## src/rtl/hazard_pkg.sv

```systemverilog
// Shared types and sizing for the decode-stage hazard scoreboard.
package hazard_pkg;
    localparam int NUM_REGS = 32;
    localparam int REG_AW   = 5;
    localparam int CNT_W    = 2;
    localparam int TOT_W    = 7;
    localparam logic [CNT_W-1:0] CNT_MAX = '1;

    typedef logic [REG_AW-1:0] reg_idx_t;
    typedef logic [TOT_W-1:0]  tot_t;

    typedef enum logic [1:0] {
        RUN   = 2'd0,
        DRAIN = 2'd1,
        HALT  = 2'd2
    } sb_state_t;
endpackage

```

## src/rtl/hazard_scoreboard_if.sv

```systemverilog
// Decode/writeback/control bundle between the pipeline and the scoreboard.
interface hazard_scoreboard_if;
    import hazard_pkg::*;

    logic     id_valid;
    reg_idx_t id_src1;
    reg_idx_t id_src2;
    logic     id_single_src;
    logic     id_wb_en;
    reg_idx_t id_dest;
    logic     flush;
    logic     wb_commit;
    reg_idx_t wb_dest;
    logic     drain_req;
    logic     hazard_detected;
    logic     issue;
    logic     drain_ack;
    tot_t     pending_total;
    logic     err_underflow;

    modport master (
        output id_valid, id_src1, id_src2, id_single_src,
        output id_wb_en, id_dest, flush, wb_commit, wb_dest,
        output drain_req,
        input  hazard_detected, issue, drain_ack,
        input  pending_total, err_underflow
    );

    modport slave (
        input  id_valid, id_src1, id_src2, id_single_src,
        input  id_wb_en, id_dest, flush, wb_commit, wb_dest,
        input  drain_req,
        output hazard_detected, issue, drain_ack,
        output pending_total, err_underflow
    );
endinterface

```

## src/rtl/sb_counter.sv

```systemverilog
// Per-register in-flight write counter; a retire at zero is reported, not applied.
module sb_counter
    import hazard_pkg::*;
(
    input  logic clk,
    input  logic rst,
    input  logic i_inc,
    input  logic i_dec,
    output logic o_nz,
    output logic o_sat,
    output logic o_uflow
);
    localparam logic [CNT_W-1:0] ONE = 1;

    logic [CNT_W-1:0] r_cnt;
    logic             w_up;
    logic             w_dn;

    assign o_nz    = (r_cnt != '0);
    assign o_sat   = (r_cnt == CNT_MAX);
    assign o_uflow = i_dec & ~o_nz;
    assign w_up    = i_inc & ~o_sat;
    assign w_dn    = i_dec & o_nz;

    always_ff @(posedge clk or negedge rst) begin
        if (!rst) begin
            r_cnt <= '0;
        end else if (w_up & ~w_dn) begin
            r_cnt <= r_cnt + ONE;
        end else if (w_dn & ~w_up) begin
            r_cnt <= r_cnt - ONE;
        end
    end
endmodule

```

## src/rtl/hazard_scoreboard.sv

```systemverilog
// Decode issue/stall controller: RAW and saturation stalls plus a drain handshake.
module hazard_scoreboard
    import hazard_pkg::*;
(
    input logic                clk,
    input logic                rst,
    hazard_scoreboard_if.slave sb
);
    localparam tot_t TONE = 1;

    logic [NUM_REGS-1:0] w_nz;
    logic [NUM_REGS-1:0] w_sat;
    logic [NUM_REGS-1:0] w_uflow;
    logic [NUM_REGS-1:0] w_inc;
    logic [NUM_REGS-1:0] w_dec;

    logic      w_raw;
    logic      w_sat_hit;
    logic      w_hazard;
    logic      w_issue;
    logic      w_inc_en;
    logic      w_dec_en;
    tot_t      r_total;
    logic      r_err;
    sb_state_t r_state;
    logic      r_drain_ack;

    assign w_nz[0]    = 1'b0;
    assign w_sat[0]   = 1'b0;
    assign w_uflow[0] = 1'b0;
    assign w_inc[0]   = 1'b0;
    assign w_dec[0]   = 1'b0;

    for (genvar g = 1; g < NUM_REGS; g++) begin : g_cnt
        assign w_inc[g] = w_inc_en & (sb.id_dest == reg_idx_t'(g));
        assign w_dec[g] = sb.wb_commit & (sb.wb_dest == reg_idx_t'(g));

        sb_counter u_cnt (
            .clk     (clk),
            .rst     (rst),
            .i_inc   (w_inc[g]),
            .i_dec   (w_dec[g]),
            .o_nz    (w_nz[g]),
            .o_sat   (w_sat[g]),
            .o_uflow (w_uflow[g])
        );
    end

    assign w_raw = ((sb.id_src1 != '0) & w_nz[sb.id_src1])
                 | (~sb.id_single_src & (sb.id_src2 != '0)
                    & w_nz[sb.id_src2]);

    assign w_sat_hit = sb.id_wb_en & (sb.id_dest != '0)
                     & w_sat[sb.id_dest];

    // Gated by rst so nothing issues while the pipeline is held in reset.
    assign w_hazard = rst & sb.id_valid
                    & (w_raw | w_sat_hit | (r_state != RUN));
    assign w_issue  = rst & sb.id_valid & ~w_hazard & ~sb.flush;

    assign w_inc_en = w_issue & sb.id_wb_en & (sb.id_dest != '0);
    assign w_dec_en = sb.wb_commit & (sb.wb_dest != '0)
                    & w_nz[sb.wb_dest];

    assign sb.hazard_detected = w_hazard;
    assign sb.issue           = w_issue;
    assign sb.drain_ack       = r_drain_ack;
    assign sb.pending_total   = r_total;
    assign sb.err_underflow   = r_err;

    always_ff @(posedge clk or negedge rst) begin
        if (!rst) begin
            r_total <= '0;
            r_err   <= 1'b0;
        end else begin
            r_err <= r_err | (|w_uflow);
            if (w_inc_en & ~w_dec_en) begin
                r_total <= r_total + TONE;
            end else if (w_dec_en & ~w_inc_en) begin
                r_total <= r_total - TONE;
            end
        end
    end

    // Dropping drain_req wins over completion while draining.
    always_ff @(posedge clk or negedge rst) begin
        if (!rst) begin
            r_state     <= RUN;
            r_drain_ack <= 1'b0;
        end else begin
            unique case (r_state)
                RUN: begin
                    r_drain_ack <= 1'b0;
                    if (sb.drain_req) begin
                        r_state <= DRAIN;
                    end
                end
                DRAIN: begin
                    if (!sb.drain_req) begin
                        r_state     <= RUN;
                        r_drain_ack <= 1'b0;
                    end else if (r_total == '0) begin
                        r_state     <= HALT;
                        r_drain_ack <= 1'b1;
                    end
                end
                HALT: begin
                    if (!sb.drain_req) begin
                        r_state     <= RUN;
                        r_drain_ack <= 1'b0;
                    end
                end
                default: begin
                    r_state     <= RUN;
                    r_drain_ack <= 1'b0;
                end
            endcase
        end
    end
endmodule

```

## src/flat_wrapper.sv

```systemverilog
// flat-port wrapper written by rule: the top's interface ports become plain ports
module hazard_scoreboard_flat import hazard_pkg::*;
  (clk, rst, sb_id_valid, sb_id_src1, sb_id_src2, sb_id_single_src, sb_id_wb_en, sb_id_dest, sb_flush, sb_wb_commit, sb_wb_dest, sb_drain_req, sb_hazard_detected, sb_issue, sb_drain_ack, sb_pending_total, sb_err_underflow);
  hazard_scoreboard_if sb_i ();
  input logic clk;
  input logic rst;
  input wire logic [$bits(sb_i.id_valid)-1:0] sb_id_valid;
  input wire logic [$bits(sb_i.id_src1)-1:0] sb_id_src1;
  input wire logic [$bits(sb_i.id_src2)-1:0] sb_id_src2;
  input wire logic [$bits(sb_i.id_single_src)-1:0] sb_id_single_src;
  input wire logic [$bits(sb_i.id_wb_en)-1:0] sb_id_wb_en;
  input wire logic [$bits(sb_i.id_dest)-1:0] sb_id_dest;
  input wire logic [$bits(sb_i.flush)-1:0] sb_flush;
  input wire logic [$bits(sb_i.wb_commit)-1:0] sb_wb_commit;
  input wire logic [$bits(sb_i.wb_dest)-1:0] sb_wb_dest;
  input wire logic [$bits(sb_i.drain_req)-1:0] sb_drain_req;
  output wire logic [$bits(sb_i.hazard_detected)-1:0] sb_hazard_detected;
  output wire logic [$bits(sb_i.issue)-1:0] sb_issue;
  output wire logic [$bits(sb_i.drain_ack)-1:0] sb_drain_ack;
  output wire logic [$bits(sb_i.pending_total)-1:0] sb_pending_total;
  output wire logic [$bits(sb_i.err_underflow)-1:0] sb_err_underflow;
  assign sb_i.id_valid = sb_id_valid;
  assign sb_i.id_src1 = sb_id_src1;
  assign sb_i.id_src2 = sb_id_src2;
  assign sb_i.id_single_src = sb_id_single_src;
  assign sb_i.id_wb_en = sb_id_wb_en;
  assign sb_i.id_dest = sb_id_dest;
  assign sb_i.flush = sb_flush;
  assign sb_i.wb_commit = sb_wb_commit;
  assign sb_i.wb_dest = sb_wb_dest;
  assign sb_i.drain_req = sb_drain_req;
  assign sb_hazard_detected = sb_i.hazard_detected;
  assign sb_issue = sb_i.issue;
  assign sb_drain_ack = sb_i.drain_ack;
  assign sb_pending_total = sb_i.pending_total;
  assign sb_err_underflow = sb_i.err_underflow;
  hazard_scoreboard u_core (.clk(clk), .rst(rst), .sb(sb_i));
endmodule
```

## config.mk

```make
export PLATFORM = sky130hd
export DESIGN_NAME = hazard_scoreboard_flat
export DESIGN_NICKNAME = d
export VERILOG_FILES = /design/src/rtl/hazard_pkg.sv /design/src/rtl/hazard_scoreboard_if.sv /design/src/rtl/sb_counter.sv /design/src/rtl/hazard_scoreboard.sv /design/src/flat_wrapper.sv
export SDC_FILE = /design/constraint.sdc
export NUM_CORES = 1
export LEC_CHECK = 0
export ABC_AREA = 1
export CAP_MARGIN = 10
export CORE_MARGIN = 8
export CORE_UTILIZATION = 65
export DETAILED_ROUTE_END_ITERATION = 8
export PLACE_DENSITY_LB_ADDON = 0.3
export SLEW_MARGIN = 20
export SYNTH_ARGS = -nofsm -noshare
export SYNTH_HDL_FRONTEND = slang
export SYNTH_SLANG_ARGS = --single-unit
```

## constraint.sdc

```tcl
create_clock -name clk -period 8.2 [get_ports clk]
set_input_delay 1.64 -clock clk [delete_from_list [all_inputs] [get_ports clk]]
set_output_delay 1.64 -clock clk [all_outputs]
set_load 0.05 [all_outputs]
```

# Yosys cells after proc, flatten, opt, wreduce, memory -nomap -nowiden
# Index checks and enable logic that the tools add are counted.
# classes
add_sub_neg,64
multipliers,0
n_div,0
n_lt_le_gt_ge,4
eq_ne,98
n_shift,0
muxes,81
bitwise_logic,365
n_reduce_logical,73
# op_table
cell,n
1-bit AND,232
"5-bit == test, second input constant",32
2-bit two-way mux,66
1-bit NOT,129
2-bit nonzero test,64
"5-bit by 4-bit == test with 1-bit output, second input constant",16
"2-bit == test, second input constant",32
"2-bit by 1-bit adder with 2-bit output, second input constant",31
"2-bit by 1-bit subtractor with 2-bit output, second input constant",31
"5-bit by 3-bit == test with 1-bit output, second input constant",8
31-bit OR reduction,1
"5-bit by 6-bit < comparator with 1-bit output, second input constant",4
1-bit binary-select mux with 5-bit select,4
"5-bit by 2-bit == test with 1-bit output, second input constant",4
5-bit nonzero test,4
7-bit two-way mux,2
"5-bit by 1-bit == test with 1-bit output, second input constant",2
"7-bit by 1-bit adder with 7-bit output, second input constant",1
7-bit logical NOT,1
1-bit two-way mux,7
"7-bit by 1-bit subtractor with 7-bit output, second input constant",1
2-bit one-hot mux with 3 select lines,1
"2-bit != test, second input constant",2
1-bit OR,4
6 further kinds,6
# totals
reg_bits,73
latchBits,0
ram_bits,0
mem_bits_ro,0
input_bits,28
wordCells,720
memories,0

# Logic depth before layout (Yosys ltp)
# Gate-level depths: netlist of the first run.
# depth
ltp_word,19
depth_mapped,27
mapped_depth_nobuf,26

# Modules after synthesis
# A second synthesis of the first run with hierarchy kept.
# hier_totals
hier_cells,1209
hier_area_um2,7221.9
# by_module_without_submodules
module,n_inst,cells_each,area_each_um2,seq_area_each_um2
sb_counter,31,22,145.1,50.0
hazard_scoreboard,1,527,2722.6,275.3

# Worst setup path after synthesis of the first run
# No wires, ideal clock.
# synth_timing
kind,in2out
start,input port sb_id_dest[0]
end,output port sb_hazard_detected
arrival_ns,3.063
required_ns,6.560
setup_slack_ns,3.497
cell_stages,13
cell_sequence,buf_4 > nand2_1 > inv_1 > buf_4 > o21ai_0 > nand3_1 > a21oi_1 > nand2_1 > a21oi_2 > nor2_4 > nand2_1 > nand3_1 > inv_1
# synth_via
elab_chain_cells,6
# synth_lines
element,line_no,source
"start, declared",flat_wrapper.sv:12,input wire logic [$bits(sb_i.id_dest)-1:0] sb_id_dest;
1-bit binary-select mux with 5-bit select / 5-bit nonzero test (equally long branches),"hazard_scoreboard.sv:54, hazard_scoreboard.sv:53",
1-bit two-way mux (not written as such) / 1-bit AND (equally long branches),"hazard_scoreboard.sv:54, hazard_scoreboard.sv:53",
1-bit AND *,hazard_scoreboard.sv:54,& w_sat[sb.id_dest];
1-bit OR * (2 in series),hazard_scoreboard.sv:58,& (w_raw | w_sat_hit | (r_state != RUN));
1-bit AND *,hazard_scoreboard.sv:58,
"end, declared",flat_wrapper.sv:17,output wire logic [$bits(sb_i.hazard_detected)-1:0] sb_hazard_detected;
# Every way passes the cells marked *; elsewhere a longest branch is shown, timed or not. The select of a mux whose other input is x is not followed.

# Worst setup path in the final report of the first run
# layout_timing
start,input port sb_id_dest[0]
end,output port sb_issue
# layout_via
elab_chain_cells,9
# layout_lines
element,line_no,source
1-bit binary-select mux with 5-bit select / 5-bit nonzero test (equally long branches),"hazard_scoreboard.sv:54, hazard_scoreboard.sv:53",
1-bit two-way mux (not written as such) / 1-bit AND (equally long branches),"hazard_scoreboard.sv:54, hazard_scoreboard.sv:53",
1-bit AND *,hazard_scoreboard.sv:54,
1-bit OR * (2 in series),hazard_scoreboard.sv:58,
1-bit AND *,hazard_scoreboard.sv:58,
1-bit NOT *,hazard_scoreboard.sv:59,assign w_issue = rst & sb.id_valid & ~w_hazard & ~sb.flush;
1-bit AND * (2 in series),hazard_scoreboard.sv:59,
"end, declared",flat_wrapper.sv:18,output wire logic [$bits(sb_i.issue)-1:0] sb_issue;
# Marks and branches as above.

==> impl_summary.md, run 1 <==
Outcome
The run finished with clean final reports.

Timing
The total setup violations reported at the end of the flow is 0. In this run the tightest slew margin relative to its limit is 38.7%. At the pin with the least slew margin, the transition time is 0.919 ns.

The final max-slew violation count is 0. The final critical path takes up 76.5% of the cycle. The final hold violation count is 0. On the final layout, the worst clock skew is 0.0192 ns. Setup repair after global routing left no endpoint under its margin. Static timing analysis puts the maximum clock frequency at 0.159 GHz.

Setup total negative slack on the finished layout was measured at 0 ns. The worst hold slack is 0.476 ns. The clock period minus worst slack is 6.27 ns.

Floorplanning
After floorplanning, the core was divided into 35 placement rows. The die covers 12900 um^2. The initial core utilization is 66.9%. The die is 114 um tall. The I/O pin count is 39. The core box area is 9240 um^2. The floorplan step set the die width to 114 um.

Global routing
The first global-routing pass estimated 29400 um of wire. The routing usage on met2 is 43.4%. The overall track demand over capacity in global routing is 28.5%. The global route total overflow is 0. The met3 routing resource usage after global routing is 5.55%. The via count of the first global-routing pass is 5992. Entering global routing, the biggest net connects 42 pins.

The peak-usage layer in the global routing report is met2. The number of antenna violations at the first check in global routing is 0. For met1 alone, demand over resource in global routing was 37.5%.

Hold path
The worst min-delay path class is flop to flop.

Place
The congestion estimate from routability-driven global placement came to 1.05. The post-place instance area is 6620 um^2. The count of buffers added on input and output ports is 38. The HPWL after detailed placement is 13500 um. The number of cells after detailed placement is 1056.

Route
The total vias in the final route is 6294. The post-route DRC violation count is 0. In this run the remaining antenna-violating nets after routing total 0. Summed over all layers, the routed wires come to 17700 um. After detailed routing, the average wire length per cell comes to 16.6 um. The pre-antenna-repair detailed-routing pass consisted of 5 iterations. The number of violations reported at the end of detailed-routing iteration 0 is 824.

The number of vias per cell after detailed routing is 5.88.

Final layout
The area of the multi-input gates is 3760 um^2. Registers take 1830 um^2. The number of diodes is 0. The share of layout cells above drive strength 1 is 4.78%.

The number of filler instances in the final layout is 760. Once layout is done, the placed cells without fillers occupy 6800 um^2. The final net count is 1004. Relative to the synthesized area, the layout overhead comes to 10.0%. The finished layout holds 1071 standard cells, fillers aside.

Synthesis
The portion of the post-synthesis area used by sequential elements is 29.5%. The cell count after synthesis is 907. A synthesized cell averages 6.82 um^2.

The net count of the mapped netlist is 973. The distinct cell type count after synthesis is 37. The register bit count reported by yosys is 73. The Yosys step of the flow raised 0 warnings. After synthesis the cells add up to 6180 um^2.

CTS
The CTS clock-pin slew for the worst setup and hold paths is 0.08 ns. The maximum buffer depth of the clock tree is 2. TritonCTS built the clock tree.

Post-CTS repair changed the size of 0 cells. The level count of the clock H-tree is 3. Counting every sink on the clock net gives 73. Counting the buffers created by CTS gives 9. The insertion delay of the later-clocked pin in the worst-skew pair is 0.37 ns. The total setup buffers inserted after CTS is 0. The hold-fix buffer count after cts is 0. The cell chosen for the clock root is sky130_fd_sc_hd__clkbuf_8.

Worst setup path
At the worst endpoint, the arrival time is 4.63 ns. The worst path required time is 6.56 ns. The worst setup path is of the input port to output port kind. The critical path capture point type is an output port. The startpoint class of the critical path is an input port. Along the worst path, the maximum fanout reaches 12.

Run
The max capacitance violation total is 0.

Pwr
IR analysis of the VDD net gives a maximum drop of 0.200 mV. The leakage power summed over all cells is 3.24 nW. Dividing total power by cell area gives a power density of 247 nW/um^2.
per-layer routing:
layer | vias to the layer above | wire length, um
li1 | 3021 | -
met1 | 2853 | 7280
met2 | 361 | 7870
met3 | 59 | 1820
met4 | 0 | 769
met5 | - | 0
synth_stat cells:
library cell	instances	area, um^2
sky130_fd_sc_hd__nor2_2	20	125
sky130_fd_sc_hd__nand3b_1	1	7.51
sky130_fd_sc_hd__buf_2	4	20.0
sky130_fd_sc_hd__xor2_1	24	210
sky130_fd_sc_hd__nand3_1	101	505
sky130_fd_sc_hd__xnor2_1	40	350
sky130_fd_sc_hd__nand2_1	214	803
sky130_fd_sc_hd__fa_1	1	20.0
sky130_fd_sc_hd__buf_1	1	3.75
sky130_fd_sc_hd__o21ai_0	48	240
sky130_fd_sc_hd__nor2_4	3	33.8
sky130_fd_sc_hd__o211ai_1	8	60.1
sky130_fd_sc_hd__a211oi_1	1	7.51
sky130_fd_sc_hd__a21oi_1	45	225
sky130_fd_sc_hd__a21oi_2	1	8.76
sky130_fd_sc_hd__inv_1	122	458
sky130_fd_sc_hd__o21bai_1	1	7.51
sky130_fd_sc_hd__o32ai_1	1	8.76
sky130_fd_sc_hd__inv_2	2	7.51
sky130_fd_sc_hd__or2_2	1	6.26
sky130_fd_sc_hd__dfrtp_1	73	1830
sky130_fd_sc_hd__nand4_4	1	21.3
sky130_fd_sc_hd__nor2_1	87	327
sky130_fd_sc_hd__clkbuf_1	8	30.0
sky130_fd_sc_hd__nor3_1	8	40.0
sky130_fd_sc_hd__ha_1	37	463
sky130_fd_sc_hd__o22ai_1	15	93.8
sky130_fd_sc_hd__nor4_1	11	68.8
sky130_fd_sc_hd__o221ai_1	2	17.5
sky130_fd_sc_hd__buf_6	4	45.0
sky130_fd_sc_hd__a31oi_1	1	6.26
sky130_fd_sc_hd__a21o_1	1	7.51
sky130_fd_sc_hd__nand4_1	10	62.6
sky130_fd_sc_hd__clkinv_1	1	3.75
sky130_fd_sc_hd__o21ai_1	3	15.0
sky130_fd_sc_hd__buf_4	3	22.5
sky130_fd_sc_hd__o31ai_1	3	22.5
registers in the layout, summed over array words and instances, names as in the netlist:
register / cells
u_core.r_state: 2
u_core.sb.err_underflow: 1
u_core.sb.drain_ack: 1
u_core.g_cnt.u_cnt.r_cnt: 62
u_core.sb.pending_total: 7
cell type report:
type                    count  share of cell area, %
multi-input cells         689                   55.4
flip-flops and latches     73                   26.9
inverters                 125                   6.90
repair buffers             40                   5.78
well taps                 129                   2.37
clock buffers              10                   1.88
clock inverters             5                  0.846
per-stage QoR:
| stage | util, % | total power [mW] | setup WS (ns) |
|---|---|---|---|
| after floorplan | - | 1.14 | 3.50 |
| after detailed placement | 71.6 | 1.37 | 1.95 |
| after global routing | 73.6 | 1.79 | 1.68 |
| after global placement | 71.6 | 1.35 | 2.08 |
| after CTS | 73.6 | 1.66 | 1.95 |
| final | 73.6 | 1.68 | 1.93 |
logic make-up (layout without fill, tap and decap cells):
kind of cell             count (synthesis)  after routing  share of synthesized area, %
adder cells (fa/ha/maj)                 38             38                          7.81
AO/OA/AOI/OAI                          130            130                          11.7
XOR/XNOR                                64             64                          9.07
flip-flops                              73             73                          29.5
AND/OR/NAND/NOR                        457            457                          32.4
buffers and inverters                  145            180                          9.55
layout by cell type, fill, tap and decap left out, types with 2 or more instances in the layout:
| cell type | netlist | final |
|---|---|---|
| sky130_fd_sc_hd__a21oi_1 | 45 | 45 |
| sky130_fd_sc_hd__o211ai_1 | 8 | 8 |
| sky130_fd_sc_hd__o21ai_0 | 48 | 48 |
| sky130_fd_sc_hd__clkdlybuf4s50_1 | 0 | 37 |
| sky130_fd_sc_hd__nor3_1 | 8 | 8 |
| sky130_fd_sc_hd__clkinv_4 | 0 | 2 |
| sky130_fd_sc_hd__xor2_1 | 24 | 24 |
| sky130_fd_sc_hd__o221ai_1 | 2 | 2 |
| sky130_fd_sc_hd__inv_2 | 2 | 2 |
| sky130_fd_sc_hd__o31ai_1 | 3 | 3 |
| sky130_fd_sc_hd__ha_1 | 37 | 37 |
| sky130_fd_sc_hd__dfrtp_1 | 73 | 73 |
| sky130_fd_sc_hd__nor4_1 | 11 | 11 |
| sky130_fd_sc_hd__o22ai_1 | 15 | 15 |
| sky130_fd_sc_hd__clkinv_2 | 0 | 2 |
| sky130_fd_sc_hd__nand2_1 | 214 | 214 |
| sky130_fd_sc_hd__xnor2_1 | 40 | 40 |
| sky130_fd_sc_hd__o21ai_1 | 3 | 3 |
| sky130_fd_sc_hd__nand4_1 | 10 | 10 |
| sky130_fd_sc_hd__nor2_1 | 87 | 87 |
| sky130_fd_sc_hd__clkbuf_8 | 0 | 9 |
| sky130_fd_sc_hd__inv_1 | 122 | 122 |
| sky130_fd_sc_hd__nor2_4 | 3 | 3 |
| sky130_fd_sc_hd__nand3_1 | 101 | 101 |
| sky130_fd_sc_hd__nor2_2 | 20 | 20 |
| sky130_fd_sc_hd__buf_4 | 3 | 3 |
critical path, cell delays in order:
cell                              delay, ns
sky130_fd_sc_hd__clkdlybuf4s50_1       0.61
sky130_fd_sc_hd__nor2_1                0.71
sky130_fd_sc_hd__nand2_1               0.13
sky130_fd_sc_hd__nand3_1               0.13
sky130_fd_sc_hd__nand2_1               0.05
sky130_fd_sc_hd__nand2_1               0.07
sky130_fd_sc_hd__nor2_1                0.04
sky130_fd_sc_hd__nand2_1               0.07
sky130_fd_sc_hd__a21oi_2               0.09
sky130_fd_sc_hd__nor2_4                0.15
sky130_fd_sc_hd__nand3_1               0.09
sky130_fd_sc_hd__inv_1                 0.06
sky130_fd_sc_hd__clkdlybuf4s50_1       0.79
power breakdown:
| group | internal [mW] | switching, mW |
|---|---|---|
| Sequential | 0.497 | 0.112 |
| Combinational | 0.250 | 0.534 |
| Clock | 0.139 | 0.147 |
worst paths after layout:
kind / from / endpoint / slack (ns) / cells after the start
max in group asynchronous: rst / u_core.g_cnt[2].u_cnt.r_cnt[1] / 6.06 / 2
setup / recovery: sb_id_dest[0] / sb_issue / 1.93 / 13
min in group asynchronous: rst / u_core.g_cnt[20].u_cnt.r_cnt[1] / 1.21 / 1
hold / removal: u_core.g_cnt[30].u_cnt.r_cnt[0] / u_core.g_cnt[30].u_cnt.r_cnt[0] / 0.48 / 1
hold reg to reg: u_core.g_cnt[30].u_cnt.r_cnt[0] / u_core.g_cnt[30].u_cnt.r_cnt[0] / 0.48 / 1
setup reg to reg: u_core.g_cnt[31].u_cnt.r_cnt[0] / u_core.sb.pending_total[6] / 4.11 / 22
No activity file was read; power rests on OpenSTA's default activity.
==> run 2: changes to the inputs <==
--- a/config.mk
+++ b/config.mk
@@ -8,7 +8,7 @@
 export ABC_AREA = 1
 export CAP_MARGIN = 10
 export CORE_MARGIN = 8
-export CORE_UTILIZATION = 65
+export CORE_UTILIZATION = 55
 export DETAILED_ROUTE_END_ITERATION = 8
 export PLACE_DENSITY_LB_ADDON = 0.3
 export SLEW_MARGIN = 20
==> constraint.sdc (replaced) <==
create_clock -name clk -period 5.5 [get_ports clk]
set_input_delay 1.1 -clock clk [delete_from_list [all_inputs] [get_ports clk]]
set_output_delay 1.1 -clock clk [all_outputs]
set_load 0.05 [all_outputs]
==> run 2 against run 1 <==
Compared with the run above: die area is 16% higher; first-iteration DRC count is 10% lower; wire length is 0.71% lower; global-route usage is 3.7 points lower; final cell count is 1.4% higher; power is 58% higher; combinational power is 48% higher; clock power is 100% higher; sequential power is 49% higher; utilization is 10 points lower; sequential share of layout area is 0.49 points lower; via count is 0.27% higher.
==> impl_summary.md, run 2 (synthesis gave the netlist of run 1 again) <==
Timing
The final hold violation count is 0 (unchanged). The fmax is 0.198 GHz. The worst-case headroom to the max-slew limit was 40.8% (+2.1 points). The clock period minus worst slack is 5.06 ns. The final max-slew violation count was 0 (unchanged).

The clock tree skew after final layout is 0.0100 ns (-0.00916 ns). The total setup violations reported at the end of the flow is 0 (unchanged). The setup TNS is 0 ns (unchanged). The transition time at the pin with the least slew margin is 0.888 ns (-0.0313 ns). The part of the cycle the worst path needs is 92.0%. Setup repair after global routing left no endpoint under its margin.

Pwr
The leakage power summed over all cells is 3.30 nW (+1.8%). The maximum ir drop on the vdd rail came to 0.338 mV (+69%). The total power consumption of the routed design is 2.65 mW (+58%). The power density over the cells is 382 nW/um^2 (+55%).

Route
The count of antenna-violating nets left after detailed routing came to 0 (unchanged). The number of violations reported at the end of detailed-routing iteration 0 is 742 (-10%). The total wirelength of the detailed-routed design is 17600 um (-0.71%). The per-cell routed wire length came to 16.2 um (-2.1%). The total vias in the final route was 6311 (+0.27%). The post-route DRC violation count is 0 (unchanged).

The first-pass iteration count of the detailed router came to 5 (unchanged). The number of vias per cell after detailed routing came to 5.81 (-1.1%).

Worst setup path
The critical path capture point type is an output port. The slowest stage of the critical path belongs to the cell sky130_fd_sc_hd__clkdlybuf4s50_1. The critical path goes through clkdlybuf4s50_1, nor2_1, buf_4, nand2_1, nand2_1, nor2_1, nor2_1, nor2_1, nand2_1, a21oi_2, nor2_4, nand2_1, nand3_1, inv_1, clkdlybuf4s50_1. On the critical path the largest part of the delay comes from buffers and inverters. The highest cell delay on the worst timing path is 0.80 ns (about the same). The worst path required time is 4.40 ns (-2.16 ns). The largest fanout on the critical path is 10 (-2). The arrival time at the worst endpoint was 3.96 ns (-0.67 ns).

The startpoint class of the critical path is an input port. The buffer and inverter count on the worst path is 4 (+1). The setup path with the least slack is of type input port to output port.

Place
The count of buffers inserted at the top-level ports came to 38 (unchanged). The placed wire-length estimate after detailed placement is 13500 um (about the same). The last weighted congestion value of the routability-driven placer came to 1.04 (-0.91%).

The number of cells after detailed placement is 1070 (+1.3%).

CTS
The total setup buffers inserted after CTS was 0 (unchanged). The hold-fix buffer count after cts is 0 (unchanged). The post-cts sizing count is 0 (unchanged). The total clock buffers created by CTS is 9 (unchanged). The CTS tree is done. The CTS clock-pin slew for the worst setup and hold paths is 0.07 ns (about the same). The maximum buffer depth of the clock tree is 2 (unchanged). The number of clock sinks is 73 (unchanged). The level count of the clock H-tree is 3 (unchanged). The insertion delay of the later-clocked pin in the worst-skew pair came to 0.38 ns (about the same).

The tree is rooted in a sky130_fd_sc_hd__clkbuf_8.

Final layout
The number of diodes is 0 (unchanged). The share of layout cells above drive strength 1 is 5.39% (+0.61 points). Ranked by flip-flop count, first place goes to u_core.g_cnt.u_cnt.r_cnt. The non-filler instance count after layout is 1086 (+1.4%). The number of filler instances in the final layout was 1003 (+32%). The share of the core filled with cells was 63.6% (-10 points).

The flip-flop count of the largest register, all copies and words added came to 62 (unchanged). In the layout the commonest cells are sky130_fd_sc_hd__nand2_1 (214), sky130_fd_sc_hd__inv_1 (122), sky130_fd_sc_hd__nand3_1 (101). The layout overhead on the synthesized area is 12.0%. The final net count is 1007 (+0.30%). The library cell used most frequently in the layout, excluding fill and tap cells, is sky130_fd_sc_hd__nand2_1.

Global routing
The first-pass GRT wire length is 29200 um (-0.73%). The overall track demand over capacity in global routing is 24.8% (-3.7 points). The number of antenna violations at the first check in global routing was 0 (unchanged).

The global route total overflow is 0 (unchanged). The via count of the first global-routing pass is 5816 (-2.9%). The pin count of the biggest net entering global routing is 50 (+19%).

Floorplanning
The height of the die came to 122 um (+7.5%). The core box area is 10900 um^2 (+18%). The number of placement rows was 38 (+8.6%). The I/O pin count is 39 (unchanged).

The width of the die is 122 um (+7.5%). The die footprint is 14900 um^2 (+16%). The initial core utilization is 56.8% (-10 points).

Hold path
The worst min-delay path class is flop to flop.

Run
The max capacitance violation total is 0 (unchanged).

Outcome
The flow ran to the end, and the final reports show no timing, DRC or antenna violations.
run 2: cell types whose count changed in the layout (fill, tap and decap cells not counted):
cell,before,now
sky130_fd_sc_hd__clkbuf_8,9,11
sky130_fd_sc_hd__bufinv_16,1,4
sky130_fd_sc_hd__clkdlybuf4s50_1,37,36
sky130_fd_sc_hd__clkinv_4,2,0
sky130_fd_sc_hd__clkbuf_1,1,0
sky130_fd_sc_hd__buf_4,3,7
sky130_fd_sc_hd__clkinv_2,2,1
run 2: layout make-up:
class	count	area (um^2)	share of cell area (%)
Sequential cell	73	1830	26.4
Clock buffer	11	151	2.19
Timing Repair Buffer	43	413	5.96
Multi-Input combinational cell	689	3760	54.4
Inverter	125	469	6.78
Clock inverter	5	125	1.81
Tap cell	140	175	2.53
run 2: report_power, final:
part           internal, mW  switching, mW  total, mW
registers             0.742          0.163      0.905
logic                 0.372          0.786       1.16
clock network         0.371          0.213      0.584
total                  1.49           1.16       2.65
run 2: layer usage:
metal	global-route usage [%]	share of wire (%)
met2	36.9	44
met5	0	0
met4	11.8	4.2
met1	33.6	43
met3	5.04	9.0
run 2: final timing paths:
path	cells past startpoint	to	startpoint	slack [ns]
worst max-delay path	15	sb_hazard_detected	sb_id_dest[0]	0.44
worst min-delay path	1	u_core.g_cnt[21].u_cnt.r_cnt[0]	u_core.g_cnt[21].u_cnt.r_cnt[0]	0.48
worst max register to register	23	u_core.sb.pending_total[6]	u_core.g_cnt[12].u_cnt.r_cnt[0]	2.08
worst min register to register	1	u_core.g_cnt[21].u_cnt.r_cnt[0]	u_core.g_cnt[21].u_cnt.r_cnt[0]	0.48
max in group asynchronous	2	u_core.g_cnt[6].u_cnt.r_cnt[1]	rst	3.91
min in group asynchronous	1	u_core.g_cnt[18].u_cnt.r_cnt[1]	rst	0.61
run 2: stage by stage:
stage | area (um^2) | hold slack, ns | setup WS [ns]
final | 6930 | 0.475 | 0.443
after global routing | 6930 | 0.492 | 0.292
after CTS | 6930 | 0.482 | 0.451
after detailed placement | 6650 | 0.469 | 0.458
after global placement | 6650 | 0.461 | 0.526
after floorplan | 6180 | 0.446 | 1.56
==> run 3: changes to the inputs <==
--- a/config.mk
+++ b/config.mk
@@ -7,6 +7,7 @@
 export LEC_CHECK = 0
 export ABC_AREA = 1
 export CAP_MARGIN = 10
+export CORE_ASPECT_RATIO = 0.7
 export CORE_MARGIN = 8
 export CORE_UTILIZATION = 55
 export DETAILED_ROUTE_END_ITERATION = 8
==> run 3 against run 2 <==
Compared with the run above: wire length increased by 9.5%; clock skew increased by 0.0010 ns; sequential cell count unchanged; power increased by 2.3%; utilization decreased by 0.15 points; maximum frequency increased by 2.7%; combinational power increased by 4%; non-clock buffer count increased by 1; setup slack improved by 0.13 ns; critical path depth decreased by 2; critical path type unchanged.
==> impl_summary.md, run 3 (synthesis gave the netlist of run 1 again) <==
Route
The number of vias per cell after detailed routing came to 5.81 (about the same). The post-route DRC violation count is 0 (unchanged). The count of antenna-violating nets left after detailed routing is 0 (unchanged). The first-pass iteration count of the detailed router is 9 (+4). The total wirelength of the detailed-routed design is 19300 um (+9.5%). The number of violations reported at the end of detailed-routing iteration 0 is 924 (+25%). The total vias in the final route came to 6386 (+1.2%). The per-cell routed wire length is 17.5 um (+8.1%).

Floorplanning
The width of the die is 143 um (+17%). The height of the die came to 105 um (-14%). The number of placement rows came to 32 (-16%). The I/O pin count was 39 (unchanged). The initial core utilization is 56.4% (-0.43 points). The die footprint is 14900 um^2 (+0.37%). The core box area is 11000 um^2 (+0.76%).

Final layout
The flip-flop count of the largest register, all copies and words added is 62 (unchanged). The flip-flop and latch area is 1830 um^2 (unchanged). The library cells used most frequently in the layout, excluding fill and tap cells, are sky130_fd_sc_hd__nand2_1 (214), sky130_fd_sc_hd__inv_1 (122), sky130_fd_sc_hd__nand3_1 (101). The number of filler instances in the final layout is 1030 (+2.7%). The area of the multi-input gates is 3760 um^2 (unchanged).

The number of diodes is 0 (unchanged). The library cell used most frequently in the layout, excluding fill and tap cells, is sky130_fd_sc_hd__nand2_1. More flip-flops sit in one register than any other, and that register is u_core.g_cnt.u_cnt.r_cnt. The share of layout cells above drive strength 1 is 5.28% (-0.11 points). The final net count is 1008 (+0.099%). The layout overhead on the synthesized area is 12.6%.

Timing
The final hold violation count is 0 (unchanged). The fmax was 0.203 GHz (+2.7%). The clock tree skew after final layout was 0.0110 ns (+0.00103 ns). The worst hold slack is 0.466 ns (-0.00967 ns).

The worst-case headroom to the max-slew limit is 43.1% (+2.3 points). The setup TNS is 0 ns (unchanged). Setup repair after global routing left no endpoint under its margin.

The total setup violations reported at the end of the flow is 0 (unchanged). The part of the cycle the worst path needs is 89.5% (-2.4 points). The clock period minus worst slack is 4.92 ns (-0.133 ns).

The final max-slew violation count came to 0 (unchanged). The transition time at the pin with the least slew margin came to 0.853 ns (-0.0343 ns).

CTS
The CTS tree is done. The cell chosen for the clock root is sky130_fd_sc_hd__clkbuf_16. The total setup buffers inserted after CTS is 0 (unchanged). The level count of the clock H-tree came to 3 (unchanged). The number of clock sinks was 73 (unchanged). The insertion delay of the later-clocked pin in the worst-skew pair was 0.35 ns (-0.03 ns). The maximum buffer depth of the clock tree is 2 (unchanged).

The hold-fix buffer count after cts is 0 (unchanged). The CTS clock-pin slew for the worst setup and hold paths is 0.05 ns (-0.02 ns). The post-cts sizing count is 0 (unchanged).

The total clock buffers created by CTS is 9 (unchanged).

Pwr
The maximum ir drop on the vdd rail is 0.295 mV (-13%). The leakage power summed over all cells is 3.30 nW (+0.14%). The power density over the cells is 389 nW/um^2 (+1.7%). The total power consumption of the routed design is 2.71 mW (+2.3%).

Place
The last weighted congestion value of the routability-driven placer is 1.03 (-1.0%). The count of buffers inserted at the top-level ports is 38 (unchanged). The placed wire-length estimate after detailed placement is 15000 um (+11%).

Run
The max capacitance violation total is 0 (unchanged).

Global routing
The met3 routing resource usage after global routing is 10.6% (+5.5 points). The overall track demand over capacity in global routing is 26.6% (+1.8 points). The number of antenna violations at the first check in global routing is 0 (unchanged). The first-pass GRT wire length is 31200 um (+7.0%).

The pin count of the biggest net entering global routing is 44 (-12%). The routing usage on met2 is 35.3% (-1.6 points). The via count of the first global-routing pass is 5825 (+0.15%). met1 is the most crowded layer.

The global route total overflow is 0 (unchanged). The routing usage on met1 is 38.8% (+5.1 points).

Hold path
The worst hold path terminates at u_core.g_cnt[30].u_cnt.r_cnt[0]. The worst min-delay path class is flop to flop. The worst hold path cell count was 1 (unchanged). The startpoint of the worst hold path is u_core.g_cnt[30].u_cnt.r_cnt[0].

Worst setup path
The buffer and inverter count on the worst path is 4 (unchanged). The largest fanout on the critical path is 12 (+2). STA classifies the critical path endpoint as an output port. The worst path required time is 4.40 ns (about the same).

The reg2reg setup slack is 1.90 ns (-0.18 ns). The arrival time at the worst endpoint is 3.82 ns (-0.14 ns). The end of the worst register-to-register path is u_core.sb.pending_total[6].

The startpoint identified for the worst register-to-register timing path is u_core.g_cnt[5].u_cnt.r_cnt[0]. The most common cell type on the critical path is sky130_fd_sc_hd__nand2_1. The highest cell delay on the worst timing path is 0.79 ns (about the same).

The cell family contributing the most delay on the critical path is buffers and inverters. The signal on the critical path passes through clkdlybuf4s50_1, nand2_1, inv_1, o21ai_0, nand3_1, a21oi_1, nand2_1, a21oi_2, nor2_4, nand2_1, nand3_1, inv_1, clkdlybuf4s50_1. The depth of the most critical reg-to-reg path is 21 (-8.7%). The startpoint class of the critical path is an input port. The slowest stage cell on the critical path is sky130_fd_sc_hd__clkdlybuf4s50_1. The worst setup path category is input port to output port.

Outcome
The flow ran to the end, and the final reports show no timing, DRC or antenna violations.
==> run 3: cell count changes in the layout (fill, tap and decap cells not counted), sizes merged <==
cell      before  now
bufinv         4    1
clkinv         2    4
buf            7    8
clkinvlp       0    1
==> run 3: report_power, final <==
| part | switching [mW] | leakage, nW | internal [mW] |
|---|---|---|---|
| Sequential | 0.164 | 0.884 | 0.743 |
| Combinational | 0.834 | 2.28 | 0.373 |
| Clock | 0.242 | 0.139 | 0.351 |
==> run 3: area by class of cell <==
type | count | share of cell area [%]
clock inverter | 5 | 0.809
clock buffer | 11 | 3.34
sequential | 73 | 26.2
timing repair buffer | 44 | 6.04
multi-input combinational | 689 | 54.1
tap | 153 | 2.75
inverter | 125 | 6.74
==> run 3: worst max-delay path by stage <==
stage	end	startpoint	cells past startpoint
floorplan	u_core.sb.pending_total[6]	sb_id_dest[0]	26
global placement	sb_hazard_detected	sb_id_dest[0]	15
detailed placement	sb_hazard_detected	sb_id_dest[0]	15
CTS	sb_hazard_detected	sb_id_dest[0]	15
global route	sb_hazard_detected	sb_id_dest[0]	13
finish	sb_hazard_detected	sb_id_dest[0]	13
==> run 3: metal layers <==
metal / up-vias / part of all wire [%]
met5: - / 0
met4: 0 / 2.6
met3: 64 / 15
met2: 401 / 38
met1: 2897 / 45
li1: 3024 / -
==> run 3: stage by stage <==
step | utilization, % | setup WS [ns] | instances | cell area, um^2
after CTS | 63.5 | 0.567 | 1100 | 6960
final | 63.5 | 0.576 | 1100 | 6960
after global placement | 60.8 | 0.614 | 1084 | 6670
after floorplan | - | 1.56 | 907 | 6180
after detailed placement | 60.8 | 0.571 | 1084 | 6670
after global routing | 63.5 | 0.365 | 1100 | 6960
